File: src/rtl/stopwatch_pkg.sv
// -----------------------------------------------------------------------------
// stopwatch_pkg
// Shared definitions for the four-digit BCD stopwatch:
//   DIGIT_W / DIGIT_MAX / NUM_DIGITS - BCD digit geometry
//   sw_state_t                       - run/stop state of the control FSM
//   bcd_inc()                        - one BCD digit stage of the ripple chain
// -----------------------------------------------------------------------------
package stopwatch_pkg;

  localparam int                 DIGIT_W    = 4;
  localparam logic [DIGIT_W-1:0] DIGIT_MAX  = 4'd9;
  localparam int                 NUM_DIGITS = 4;

  typedef enum logic {
    STOP = 1'b0,
    RUN  = 1'b1
  } sw_state_t;

  // One BCD stage: returns {carry_out, next_digit}. With no carry in the
  // digit is passed through untouched; a 9 with carry in rolls to 0 and
  // passes the carry on.
  function automatic logic [DIGIT_W:0] bcd_inc(input logic [DIGIT_W-1:0] d,
                                               input logic               cin);
    logic [DIGIT_W:0] r;
    if (!cin) begin
      r = {1'b0, d};
    end else if (d == DIGIT_MAX) begin
      r = {1'b1, {DIGIT_W{1'b0}}};
    end else begin
      r = {1'b0, d + 1'b1};
    end
    return r;
  endfunction

endpackage

File: src/rtl/btn_debounce.sv
// -----------------------------------------------------------------------------
// btn_debounce
// Conditions one raw push-button: 2-FF synchroniser, stability counter and a
// rising-edge detector on the debounced level.
// Ports:
//   clk      in  system clock
//   rst      in  asynchronous active-high reset (level 0, counter 0)
//   btn_raw  in  raw button, asynchronous to clk
//   press    out one-cycle pulse when the debounced level rises
// -----------------------------------------------------------------------------
module btn_debounce #(
  parameter int DEBOUNCE_CYCLES = 1_000_000
) (
  input  logic clk,
  input  logic rst,
  input  logic btn_raw,
  output logic press
);

  localparam int              CNT_W    = (DEBOUNCE_CYCLES > 1) ? $clog2(DEBOUNCE_CYCLES) : 1;
  localparam logic [CNT_W-1:0] CNT_LAST = CNT_W'(DEBOUNCE_CYCLES - 1);

  logic             sync1_q, sync2_q;
  logic             level_q, level_d;
  logic             level_dly_q;
  logic [CNT_W-1:0] cnt_q, cnt_d;

  always_ff @(posedge clk or posedge rst) begin
    if (rst) begin
      sync1_q     <= 1'b0;
      sync2_q     <= 1'b0;
      level_q     <= 1'b0;
      level_dly_q <= 1'b0;
      cnt_q       <= '0;
    end else begin
      sync1_q     <= btn_raw;
      sync2_q     <= sync1_q;
      level_q     <= level_d;
      level_dly_q <= level_q;
      cnt_q       <= cnt_d;
    end
  end

  // The counter measures how long the synchronised input has disagreed with
  // the accepted level; any agreement restarts the measurement.
  always_comb begin
    level_d = level_q;
    cnt_d   = cnt_q;
    if (sync2_q == level_q) begin
      cnt_d = '0;
    end else if (cnt_q == CNT_LAST) begin
      level_d = ~level_q;
      cnt_d   = '0;
    end else begin
      cnt_d = cnt_q + 1'b1;
    end
  end

  // Rising edge only: releases never generate a pulse.
  assign press = level_q & ~level_dly_q;

endmodule

File: src/rtl/bcd_stopwatch4.sv
// -----------------------------------------------------------------------------
// bcd_stopwatch4
// Four-digit BCD stopwatch producing the D3..D0 digits for a multiplexed
// display scanner.
// Ports:
//   clk        in  system clock
//   rst        in  asynchronous active-high reset
//   btn_start  in  raw start/stop button (toggles STOP/RUN)
//   btn_clr    in  raw clear button (STOP, digits and prescaler to zero)
//   D0..D3     out BCD digits, units..thousands, registered
//   running    out 1 while in RUN
//   ovf        out one-cycle pulse on the 9999 -> 0000 wrap
// -----------------------------------------------------------------------------
module bcd_stopwatch4
  import stopwatch_pkg::*;
#(
  parameter int CLK_DIV         = 50_000_000,
  parameter int DEBOUNCE_CYCLES = 1_000_000
) (
  input  logic               clk,
  input  logic               rst,
  input  logic               btn_start,
  input  logic               btn_clr,
  output logic [DIGIT_W-1:0] D0,
  output logic [DIGIT_W-1:0] D1,
  output logic [DIGIT_W-1:0] D2,
  output logic [DIGIT_W-1:0] D3,
  output logic               running,
  output logic               ovf
);

  localparam int               PRE_W    = $clog2(CLK_DIV);
  localparam logic [PRE_W-1:0] PRE_LAST = PRE_W'(CLK_DIV - 1);

  logic start_pulse, clr_pulse;

  btn_debounce #(.DEBOUNCE_CYCLES(DEBOUNCE_CYCLES)) u_deb_start (
    .clk     (clk),
    .rst     (rst),
    .btn_raw (btn_start),
    .press   (start_pulse)
  );

  btn_debounce #(.DEBOUNCE_CYCLES(DEBOUNCE_CYCLES)) u_deb_clr (
    .clk     (clk),
    .rst     (rst),
    .btn_raw (btn_clr),
    .press   (clr_pulse)
  );

  // ---------------------------------------------------------------------------
  // Control FSM
  // ---------------------------------------------------------------------------
  sw_state_t state_q, state_d;

  always_ff @(posedge clk or posedge rst) begin
    if (rst) state_q <= STOP;
    else     state_q <= state_d;
  end

  // Clear dominates a simultaneous start/stop press.
  always_comb begin
    state_d = state_q;
    if (clr_pulse) begin
      state_d = STOP;
    end else if (start_pulse) begin
      state_d = (state_q == RUN) ? STOP : RUN;
    end
  end

  always_comb begin
    running = (state_q == RUN);
  end

  // ---------------------------------------------------------------------------
  // Prescaler and BCD chain
  // ---------------------------------------------------------------------------
  logic [PRE_W-1:0]                        presc_q, presc_d;
  logic [NUM_DIGITS-1:0][DIGIT_W-1:0]      digits_q, digits_d;
  logic                                    ovf_q, ovf_d;
  logic                                    tick;
  logic                                    carry;

  // The prescaler only advances in RUN, so stopping freezes the sub-tick
  // phase and a resume picks up where it left off.
  assign tick = (state_q == RUN) && (presc_q == PRE_LAST);

  always_ff @(posedge clk or posedge rst) begin
    if (rst) begin
      presc_q  <= '0;
      digits_q <= '0;
      ovf_q    <= 1'b0;
    end else begin
      presc_q  <= presc_d;
      digits_q <= digits_d;
      ovf_q    <= ovf_d;
    end
  end

  // A tick coinciding with a stop press is still counted (the FSM stops on
  // the same edge); a tick coinciding with clear is discarded.
  always_comb begin
    presc_d  = presc_q;
    digits_d = digits_q;
    ovf_d    = 1'b0;
    carry    = 1'b0;
    if (clr_pulse) begin
      presc_d  = '0;
      digits_d = '0;
    end else if (state_q == RUN) begin
      if (tick) begin
        presc_d = '0;
        carry   = 1'b1;
        for (int i = 0; i < NUM_DIGITS; i++) begin
          {carry, digits_d[i]} = bcd_inc(digits_q[i], carry);
        end
        // Carry out of the thousands digit is exactly the 9999 -> 0000 wrap.
        ovf_d = carry;
      end else begin
        presc_d = presc_q + 1'b1;
      end
    end
  end

  assign D0  = digits_q[0];
  assign D1  = digits_q[1];
  assign D2  = digits_q[2];
  assign D3  = digits_q[3];
  assign ovf = ovf_q;

endmodule

File: config.mk
export PLATFORM = sky130hd
export DESIGN_NAME = bcd_stopwatch4
export DESIGN_NICKNAME = d
export VERILOG_FILES = /design/src/rtl/stopwatch_pkg.sv /design/src/rtl/btn_debounce.sv /design/src/rtl/bcd_stopwatch4.sv
export SDC_FILE = /design/constraint.sdc
export NUM_CORES = 1
export LEC_CHECK = 0
export BUFFER_PORTS_ARGS = -buffer_cell sky130_fd_sc_hd__buf_2
export CORE_ASPECT_RATIO = 1.2
export CORE_UTILIZATION = 35
export CTS_BUF_LIST = sky130_fd_sc_hd__clkbuf_4 sky130_fd_sc_hd__clkbuf_8 sky130_fd_sc_hd__clkbuf_16
export DETAILED_ROUTE_END_ITERATION = 10
export PLACE_DENSITY = 0.6
export SYNTH_ARGS = -nofsm -noshare
export SYNTH_HDL_FRONTEND = slang
export SYNTH_SLANG_ARGS = --single-unit
File: constraint.sdc
create_clock -name clk -period 2.37 [get_ports clk]
set_input_delay 0.1185 -clock clk [delete_from_list [all_inputs] [get_ports clk]]
set_output_delay 0.1185 -clock clk [all_outputs]
set_load 0.1 [all_outputs]
==> results of run 1 <==
through the flow:
step,hold WS (ns),util,worst slack [ns],area (um^2)
after floorplan,0.1499,-,0.01570,4627
after global placement,0.2225,0.3902,0.3773,4987
after detailed placement,0.2314,0.3902,0.3056,4987
after CTS,0.3488,0.4181,0.2716,5344
after global routing,0.3650,0.4181,0.1589,5344
final,0.3483,0.4181,0.2690,5344
final timing paths:
kind / startpoint / to / slack, ns / cells past startpoint
hold reg to reg: u_deb_start.sync1_q / u_deb_start.sync2_q / 0.35 / 0
min in group asynchronous: rst / u_deb_start.sync1_q / 0.41 / 3
setup / recovery: presc_q[16] / D0[2] / 0.27 / 5
hold / removal: u_deb_start.sync1_q / u_deb_start.sync2_q / 0.35 / 0
setup reg to reg: presc_q[16] / D0[2] / 0.27 / 5
max in group asynchronous: rst / presc_q[3] / 1.32 / 4
state kept, by name, indices dropped and copies added, names as in the netlist, 4 cells and up:
name and flops:
D1 4, D3 4, D2 4, presc_q 26, u_deb_start.cnt_q 20, u_deb_clr.cnt_q 20, D0 4
report_power, final:
| part | internal (mW) | switching (mW) |
|---|---|---|
| clock network | 0.975 | 0.584 |
| registers | 1.58 | 0.00984 |
| logic | 0.0208 | 0.0498 |
| total | 2.58 | 0.643 |
cell usage after synthesis (all sizes together) (3+ instances only):
master,n,area share
inv,15,0.012
nand3,35,0.039
mux2i,7,0.015
xnor2,23,0.044
or3,13,0.018
and3b,3,0.0065
and2,4,0.0054
and4,3,0.0057
nand2,35,0.028
nand3b,3,0.0049
or4,3,0.0057
nor2,82,0.067
clkbuf,8,0.0087
xor2,33,0.063
nand4,17,0.031
nor4b,3,0.0070
nor3,10,0.016
and3,5,0.0070
o21ai,9,0.0097
a21oi,20,0.022
nand2b,4,0.0054
dfrtp,92,0.50
ha,11,0.030
nor4,11,0.018
metal layers:
| metal | global-route usage | share of wire |
|---|---|---|
| met1 | 0.1721 | 0.47 |
| met2 | 0.2334 | 0.49 |
| met3 | 0.02491 | 0.026 |
| met4 | 0.05963 | 0.018 |
| met5 | 0 | 0 |
cells by family (layout without fill, tap and decap cells):
logic type      Yosys count  after routing  share of synthesized area
simple gates            239            239                     0.2785
fa+ha+maj                11             11                    0.02977
compound gates           37             37                    0.04493
xor+xnor                 56             56                     0.1061
flops                    92             92                     0.4980
buf+inv                  25             67                    0.02273
mux                       9              9                    0.02003
final cells by class:
type	instances	area, um^2	area share
multi-input cells	352	2216	0.4147
repair buffers	35	230.2	0.04308
well taps	164	205.2	0.03840
clock inverters	4	72.57	0.01358
inverters	16	63.81	0.01194
clock buffers	12	254.0	0.04753
flip-flops and latches	92	2302	0.4308
worst max-delay path, stage by stage, from the launching register on:
cell	delay, ns
dfrtp_1	0.46
nor4b_2	0.43
and3_1	0.27
nand3_2	0.19
or4_1	0.51
a21oi_1	0.17
repair_timing:
item,in CTS,in global routing
buffers inserted,0,0
hold buffers,3,0
hold endpoints to repair,28,0
==> flow_summary_export.csv, run 1 <==
group,metric,value,unit
grt,antenna_found_initial,0,
placement,place.port_buffers,21,
routing,dr.pass1.iters,4,
timing,finalSetupViolCount,0,
timing,hold_viol,0,
grt,gr-total-overflow,0,
finish,final_common_cell,"dfrtp_1",
routing,wirelength,8748,um
finish,fillers,1186,
grt,grtUsageTotal,0.1380,
floorplanning,start_util,0.3617,
routing,vias,3416,
timing,grt_setup_unrepaired,"false",
clock_tree,cts_max_level,3,
grt,grt_start_max_net_pins,48,
routing,drc_errors,0,
setup_path,cp_max_fo,10,
placement,place_hpwl,6057,um
synthesis,synth_async_sr_flop_share,1.000,
finish,antenna_cells,0,
clock_tree,cts_resized,0,
synthesis,synth_cells,469,
synthesis,synth_cell_types,49,
power_and_ir_drop,p_leak,2.384,nW
placement,place_congestion,0.7877,
clock_tree,ctsRootBufferMaster,"clkbuf_16",
routing,drt-initial-drc-count,210,
synthesis,netlist_area,4623,um^2
clock_tree,cts_buffers,9,
setup_path,endpoint_kind,"flip-flop",
setup_path,required,2.64,ns
job,drv_cap,0,
floorplanning,die_w,106.9,um
synthesis,ys.flop_type,"dfrtp_1",
synthesis,synth-edff-count,0,
routing,via_per_inst,5.061,
timing,min_period,2.101,ns
setup_path,worstSetupPathType,"reg2reg",
finish,final_nets,521,
timing,fmaxAchievable,0.4760,GHz
clock_tree,clk_latency,0.34,ns
finish,mostFrequentLayoutCells,"dfrtp_1, nor2_1, nand2_1",
timing,slew_headroom,0.5784,
clock_tree,clk_path_buf_depth,2,
clock_tree,clock_sinks,92,
outcome,status,"finished clean",
synthesis,avgSynthCellArea,9.858,um^2
synthesis,seq_area_frac_synth,0.4980,
synthesis,synth-seq-cells,92,
power_and_ir_drop,power_density,602.7,nW/um^2
placement,placedCellCount,656,
grt,first_global_vias,3379,
synthesis,syn_nets,484,
min_path,holdCritPathClass,"reg2reg",
power_and_ir_drop,total_power,3.221,mW
routing,ant_nets,0,
clock_tree,cts_tree,"done",
floorplanning,dieHeight,127.9,um
floorplanning,coreArea,12780,um^2
floorplanning,num_rows,45,
routing,routedWlPerCell,12.96,um
floorplanning,die_area,13670,um^2
finish,area_growth,15.59,%
clock_tree,cts.clk_slew.worst_paths,0.07,ns
timing,setup_tns,0,ns
setup_path,start_kind,"flip-flop",
synthesis,yosys_warnings,0,
finish,final_layout_size_suffix_gt1_frac,0.1331,
grt,grt_pass1_wl,15220,um
timing,min_period_over_period,0.8865,
floorplanning,ios,22,
timing,fin_worst_skew,0.01065,ns
power_and_ir_drop,ir_drop,0.0002588,V
timing,worstMarginPinSlew,0.6267,ns
setup_path,crit_arrival,2.37,ns
finish,stdcell_count,675,
timing,drv_slew,0,
No activity file was read; power rests on OpenSTA's default activity.
==> run 2: changes to the inputs <==
--- a/config.mk
+++ b/config.mk
@@ -10,7 +10,7 @@
 export CORE_UTILIZATION = 35
 export CTS_BUF_LIST = sky130_fd_sc_hd__clkbuf_4 sky130_fd_sc_hd__clkbuf_8 sky130_fd_sc_hd__clkbuf_16
 export DETAILED_ROUTE_END_ITERATION = 10
-export PLACE_DENSITY = 0.6
+export PLACE_DENSITY = 0.58
 export SYNTH_ARGS = -nofsm -noshare
 export SYNTH_HDL_FRONTEND = slang
 export SYNTH_SLANG_ARGS = --single-unit
==> constraint.sdc (replaced) <==
create_clock -name clk -period 2.6 [get_ports clk]
set_input_delay 0.26 -clock clk [delete_from_list [all_inputs] [get_ports clk]]
set_output_delay 0.26 -clock clk [all_outputs]
set_load 0.1 [all_outputs]
==> run 2 against run 1 <==
Against the previous run:
- total power shrank 11%
- worst setup slack improved by 0.23 ns
- combinational power shrank 16%
- critical path depth unchanged
- clock power is 13% lower
- sequential share of layout area is 0.54 points higher
- register-to-register slack improved by 0.23 ns
- largest power group unchanged
- highest routed layer unchanged
==> flow_summary_export.csv, run 2 (synthesis results as in run 1) <==
group,metric,value,unit
finish,mostFrequentLayoutCells,"dfrtp_1, nor2_1, nand2_1",
outcome,status,"finished clean",
finish,area_growth,14.15,%
timing,hold_viol,0,
timing,worstMarginPinSlew,0.6442,ns
timing,slew_headroom,0.5666,
floorplanning,coreArea,12780,um^2
setup_path,crit_arrival,2.36,ns
clock_tree,post_cts.repair.setup_buffers,0,
setup_path,worstRegToRegCells,5,
power_and_ir_drop,p_int,2.276,mW
finish,final_common_cell,"dfrtp_1",
finish,largest_reg_flops,26,
placement,place.port_buffers,21,
timing,fin_worst_skew,0.007344,ns
setup_path,endpoint_kind,"flip-flop",
grt,gr-total-overflow,0,
floorplanning,start_util,0.3617,
clock_tree,cts_resized,0,
routing,drt-initial-drc-count,131,
timing,drv_slew,0,
setup_path,required,2.86,ns
setup_path,cp_slowest_cell,"or4_1",
setup_path,path_cells,"nor3_1 -> and3_1 -> nand4_1 -> or4_1 -> a21oi_1",
clock_tree,clk_path_buf_depth,2,
setup_path,worst-path-buf-inv,0,
floorplanning,die_area,13670,um^2
clock_tree,clk_latency,0.34,ns
routing,ant_nets,0,
timing,grt_setup_unrepaired,"false",
grt,grt.busiest_layer,"met2",
timing,fmaxAchievable,0.4762,GHz
finish,final_nets,515,
setup_path,cp.depth,5,
placement,place_congestion,0.7736,
finish,antenna_cells,0,
grt,antenna_found_initial,0,
setup_path,cp_top_family,"simple AND/OR/NAND/NOR gates",
finish,reg_top3,"presc_q (26), u_deb_clr.cnt_q (20), u_deb_start.cnt_q (20)",
power_and_ir_drop,ir_drop,0.0002306,V
grt,met1_usage,0.1737,
timing,finalSetupViolCount,0,
routing,drc_errors,0,
setup_path,cp_max_fo,8,
power_and_ir_drop,p_leak,2.345,nW
min_path,holdCritPathClass,"in2reg",
finish,largest_register,"presc_q",
grt,use_met3,0.02644,
floorplanning,ios,22,
finish,fillers,1245,
clock_tree,clock_sinks,92,
clock_tree,cts_tree,"done",
finish,final_layout_size_suffix_gt1_frac,0.1287,
timing,min_period_over_period,0.8077,
clock_tree,ctsRootBufferMaster,"clkbuf_16",
routing,via_per_inst,5.009,
grt,grt_start_max_net_pins,93,
clock_tree,cts_max_level,3,
routing,vias,3351,
floorplanning,dieHeight,127.9,um
power_and_ir_drop,comb_power_share,0.021,
setup_path,crit_path_max_incr_delay,0.47,ns
timing,setup_tns,0,ns
timing,min_period,2.100,ns
power_and_ir_drop,seqPwrFrac,0.505,
grt,grtUsageTotal,0.1388,
floorplanning,die_w,106.9,um
placement,place_hpwl,5773,um
min_path,hold_depth,1,
job,drv_cap,0,
routing,routedWlPerCell,12.94,um
setup_path,worstSetupPathType,"reg2reg",
clock_tree,cts.clk_slew.worst_paths,0.07,ns
setup_path,start_kind,"flip-flop",
power_and_ir_drop,swShare,0.2081,
grt,grt_util_met2,0.2277,
power_and_ir_drop,power_density,544.7,nW/um^2
grt,first_global_vias,3235,
power_and_ir_drop,p_sw,598.1,uW
finish,utilization,0.4129,
routing,wirelength,8657,um
clock_tree,ctsHoldBuffers,0,
power_and_ir_drop,power_frac_clock,0.475,
routing,dr.pass1.iters,4,
clock_tree,cts_buffers,9,
grt,grt_pass1_wl,14960,um
floorplanning,num_rows,45,
-- run 2: cell types whose count changed in the layout (fill, tap and decap cells not counted), sizes merged --
cell / before / now
buf: 32 / 29
bufinv: 2 / 1
clkbuf: 12 / 13
clkinv: 2 / 1
clkinvlp: 2 / 3
dlygate4sd3: 3 / 0
-- run 2: per-layer routing --
layer | routed length (um) | part of all wire
met4 | 179 | 0.021
met3 | 186 | 0.021
met5 | 0 | 0
met1 | 4042 | 0.47
met2 | 4248 | 0.49
-- run 2: worst paths after layout --
kind | start | end | slack [ns]
min in group asynchronous | rst | u_deb_clr.sync2_q | 0.04
min | btn_clr | u_deb_clr.sync1_q | 0.02
max | presc_q[8] | D1[2] | 0.50
min reg2reg | u_deb_start.sync1_q | u_deb_start.sync2_q | 0.35
max in group asynchronous | rst | u_deb_clr.cnt_q[14] | 2.17
max reg2reg | presc_q[8] | D1[2] | 0.50
-- run 2: power groups by stage --
stage | Sequential [mW] | Combinational (mW) | Clock, mW
after floorplan | 1.48 | 0.0421 | 0
after global placement | 1.48 | 0.0613 | 0
after detailed placement | 1.48 | 0.0626 | 0
after CTS | 1.45 | 0.0628 | 1.41
after global routing | 1.45 | 0.0701 | 1.47
final | 1.45 | 0.0592 | 1.36
-- run 2: cell type report --
type / count / area (um^2) / area share
Clock buffer: 13 / 267.8 / 0.05073
Clock inverter: 3 / 45.04 / 0.008535
Inverter: 16 / 63.81 / 0.01209
Multi-Input combinational cell: 352 / 2216 / 0.4199
Sequential cell: 92 / 2302 / 0.4362
Tap cell: 164 / 205.2 / 0.03888
Timing Repair Buffer: 29 / 177.7 / 0.03367
-- run 2: metrics by stage --
step                      hold slack, ns  setup slack, ns  cells  power (mW)  cell area (um^2)
after floorplan                   0.2914           0.2457    469       1.518              4627
after global placement            0.3365           0.6040    653       1.538              4965
after detailed placement          0.3347           0.5364    653       1.540              4965
after CTS                       0.004619           0.5203    669       2.922              5278
after global routing            0.006864           0.3790    669       2.990              5278
final                            0.01801           0.5001    669       2.874              5278
==> run 3: changes to the inputs <==
--- a/config.mk
+++ b/config.mk
@@ -10,7 +10,7 @@
 export CORE_UTILIZATION = 35
 export CTS_BUF_LIST = sky130_fd_sc_hd__clkbuf_4 sky130_fd_sc_hd__clkbuf_8 sky130_fd_sc_hd__clkbuf_16
 export DETAILED_ROUTE_END_ITERATION = 10
-export PLACE_DENSITY = 0.58
+export PLACE_DENSITY = 0.6
 export SYNTH_ARGS = -nofsm -noshare
 export SYNTH_HDL_FRONTEND = slang
 export SYNTH_SLANG_ARGS = --single-unit
==> constraint.sdc (replaced) <==
create_clock -name clk -period 1.9 [get_ports clk]
set_input_delay 0.19 -clock clk [delete_from_list [all_inputs] [get_ports clk]]
set_output_delay 0.19 -clock clk [all_outputs]
set_load 0.1 [all_outputs]
==> run 3 against run 2 <==
Against the previous run:
- the flow now finishes with violations (negative setup slack)
- maximum frequency grew 3.7%
- routed wire length increased by 11%
- flip-flop and latch count unchanged
- sequential power increased by 37%
- cell count up 8.2%
- utilization rose by 5.0 points
- global-route usage rose by 0.75 points
- non-clock buffer count increased by 55
- critical endpoint is now D0[2]
- largest cell class is now multi-input combinational cells
- highest routed layer unchanged
==> flow_summary_export.csv, run 3 (synthesis results as in run 1) <==
group,metric,value,unit
min_path,holdCritPathClass,"reg2reg",
setup_path,worst-path-buf-inv,2,
placement,place_area,5358,um^2
clock_tree,cts_buffers,9,
placement,place.port_buffers,21,
power_and_ir_drop,power_density,702.8,nW/um^2
floorplanning,coreArea,12780,um^2
floorplanning,dieHeight,127.9,um
grt,first_global_vias,3633,
finish,largest_reg_flops,26,
setup_path,endpoint,"D0[2]",
routing,routedWlPerCell,13.27,um
timing,hold_viol,0,
routing,via_per_inst,4.996,
setup_path,r2r_end,"D0[2]",
finish,multi_input_area,2326,um^2
outcome,status,"complete, but fails checks",
setup_path,timing.rr.start,"presc_q[1]",
floorplanning,die_w,106.9,um
placement,place_congestion,0.8086,
finish,seqCellArea,2317,um^2
setup_path,worstSetupPathType,"reg2reg",
timing,slew_headroom,0.6763,
power_and_ir_drop,ir_drop,0.0004677,V
finish,largest_register,"presc_q",
floorplanning,start_util,0.3617,
floorplanning,ios,22,
setup_path,startpoint,"presc_q[1]",
finish,mostFrequentLayoutCells,"nor2_1, dfrtp_1, buf_4",
setup_path,cp_top_family,"simple AND/OR/NAND/NOR gates",
grt,grt_pass1_wl,16240,um
finish,fillers,1189,
setup_path,r2r_slack,-0.12,ns
clock_tree,cts_max_level,3,
timing,finalSetupViolCount,7,
floorplanning,num_rows,45,
timing,worstMarginPinSlew,0.4889,ns
setup_path,cp_slowest_cell,"or4_4",
finish,final_nets,570,
clock_tree,ctsRootBufferMaster,"clkbuf_16",
timing,fmaxAchievable,0.4939,GHz
clock_tree,clock_sinks,92,
timing,grt_setup_unrepaired,"true",
timing,min_period_over_period,1.066,
floorplanning,die_area,13670,um^2
finish,final_layout_size_suffix_gt1_frac,0.2518,
setup_path,worstRegToRegCells,8,
routing,drc_errors,0,
job,drv_cap,0,
power_and_ir_drop,p_leak,2.682,nW
setup_path,endpoint_kind,"flip-flop",
routing,drt-initial-drc-count,152,
finish,antenna_cells,0,
finish,area_growth,28.06,%
setup_path,start_kind,"flip-flop",
routing,ant_nets,0,
setup_path,crit_path_max_incr_delay,0.49,ns
timing,fin_hold_ws,0.3591,ns
outcome,violations,"negative setup slack",
timing,drv_slew,0,
routing,vias,3617,
grt,grt_start_max_net_pins,79,
clock_tree,cts_tree,"done",
finish,reg_top3,"presc_q (26), u_deb_clr.cnt_q (20), u_deb_start.cnt_q (20)",
setup_path,path_cells,"ha_4 -> nand2_4 -> nor4_4 -> buf_4 -> buf_4 -> nand3_4 -> or4_4 -> a21oi_1",
routing,wirelength,9604,um
setup_path,cpMostUsedCell,"buf_4",
clock_tree,cts.clk_slew.worst_paths,0.07,ns
grt,grtUsageTotal,0.1463,
routing,dr.pass1.iters,4,
timing,min_period,2.025,ns
timing,postLayoutSetupSlackWorst,-0.1246,ns
clock_tree,clk_latency,0.33,ns
power_and_ir_drop,total_power,4.161,mW
clock_tree,clk_path_buf_depth,2,
setup_path,cp_max_fo,8,
grt,antenna_found_initial,0,
setup_path,required,2.16,ns
timing,setup_tns,-0.5443,ns
finish,final_cell_area,5921,um^2
setup_path,crit_arrival,2.28,ns
grt,gr-total-overflow,0,
finish,final_common_cell,"nor2_1",
finish,utilization,0.4632,
setup_path,cp.depth,8,
timing,fin_worst_skew,0.005368,ns
placement,place_hpwl,6454,um
-- run 3: changes by cell type in the layout (fill, tap and decap cells not counted), sizes merged --
cell         previous run  this run
buf                    29        80
dlygate4sd3             0         3
bufinv                  1         3
clkbuf                 13        11
clkinv                  1         3
clkinvlp                3         2
-- run 3: cell type report --
cell class / count / share of cell area
Timing Repair Buffer: 84 / 0.1109
Sequential cell: 92 / 0.3914
Inverter: 16 / 0.01099
Clock inverter: 6 / 0.01881
Tap cell: 164 / 0.03466
Clock buffer: 10 / 0.04036
Multi-Input combinational cell: 352 / 0.3929
-- run 3: report_power, final --
| group | total [mW] | switching [mW] | internal (mW) |
|---|---|---|---|
| logic | 0.0996 | 0.0652 | 0.0344 |
| clock network | 2.08 | 0.757 | 1.32 |
| registers | 1.98 | 0.0104 | 1.97 |
| total | 4.16 | 0.832 | 3.33 |
-- run 3: metal layers --
metal  global-route usage  up-vias  routed length (um)
met3              0.02491        4                 228
li1                     -     1793                   -
met2               0.2630       43                5020
met4              0.04271        0                  51
met5                    0        -                   0
met1               0.1784     1777                4303
-- run 3: worst min path at each step --
| stage | startpoint | to | slack [ns] | depth (start not counted) |
|---|---|---|---|---|
| after floorplan | btn_clr | u_deb_clr.sync1_q | 0.22 | 0 |
| after global placement | rst | u_deb_start.sync1_q | 0.19 | 2 |
| after detailed placement | rst | u_deb_start.cnt_q[4] | 0.19 | 2 |
| after CTS | u_deb_start.sync1_q | u_deb_start.sync2_q | 0.36 | 0 |
| after global routing | u_deb_clr.sync1_q | u_deb_clr.sync2_q | 0.37 | 0 |
| final | u_deb_start.sync1_q | u_deb_start.sync2_q | 0.36 | 0 |
-- run 3: repair_timing --
action | 4_1_cts | 5_1_grt
setup buffers | 0 | 7
pin swaps | 3 | 10
hold endpoints to repair | 16 | 0
setup endpoints to repair | 10 | 76
cloned | 0 | 1
resized for setup | 3 | 16
hold buffers | 3 | 0
-- run 3: per-stage QoR --
stage,setup WS (ns),std cells
after global routing,-0.2463,724
after detailed placement,-0.08111,697
after global placement,-0.01714,697
after CTS,-0.02200,716
final,-0.1246,724
after floorplan,-0.1154,469
-- run 3: worst register-to-register path, delay by kind of cell, from the launching register on --
kind	cells	cell delay (ns)
flip-flops	1	0.41
AO/OA/AOI/OAI	1	0.13
AND/OR/NAND/NOR	4	0.95
adder cells (fa/ha/maj)	1	0.18
buffers and inverters	2	0.27
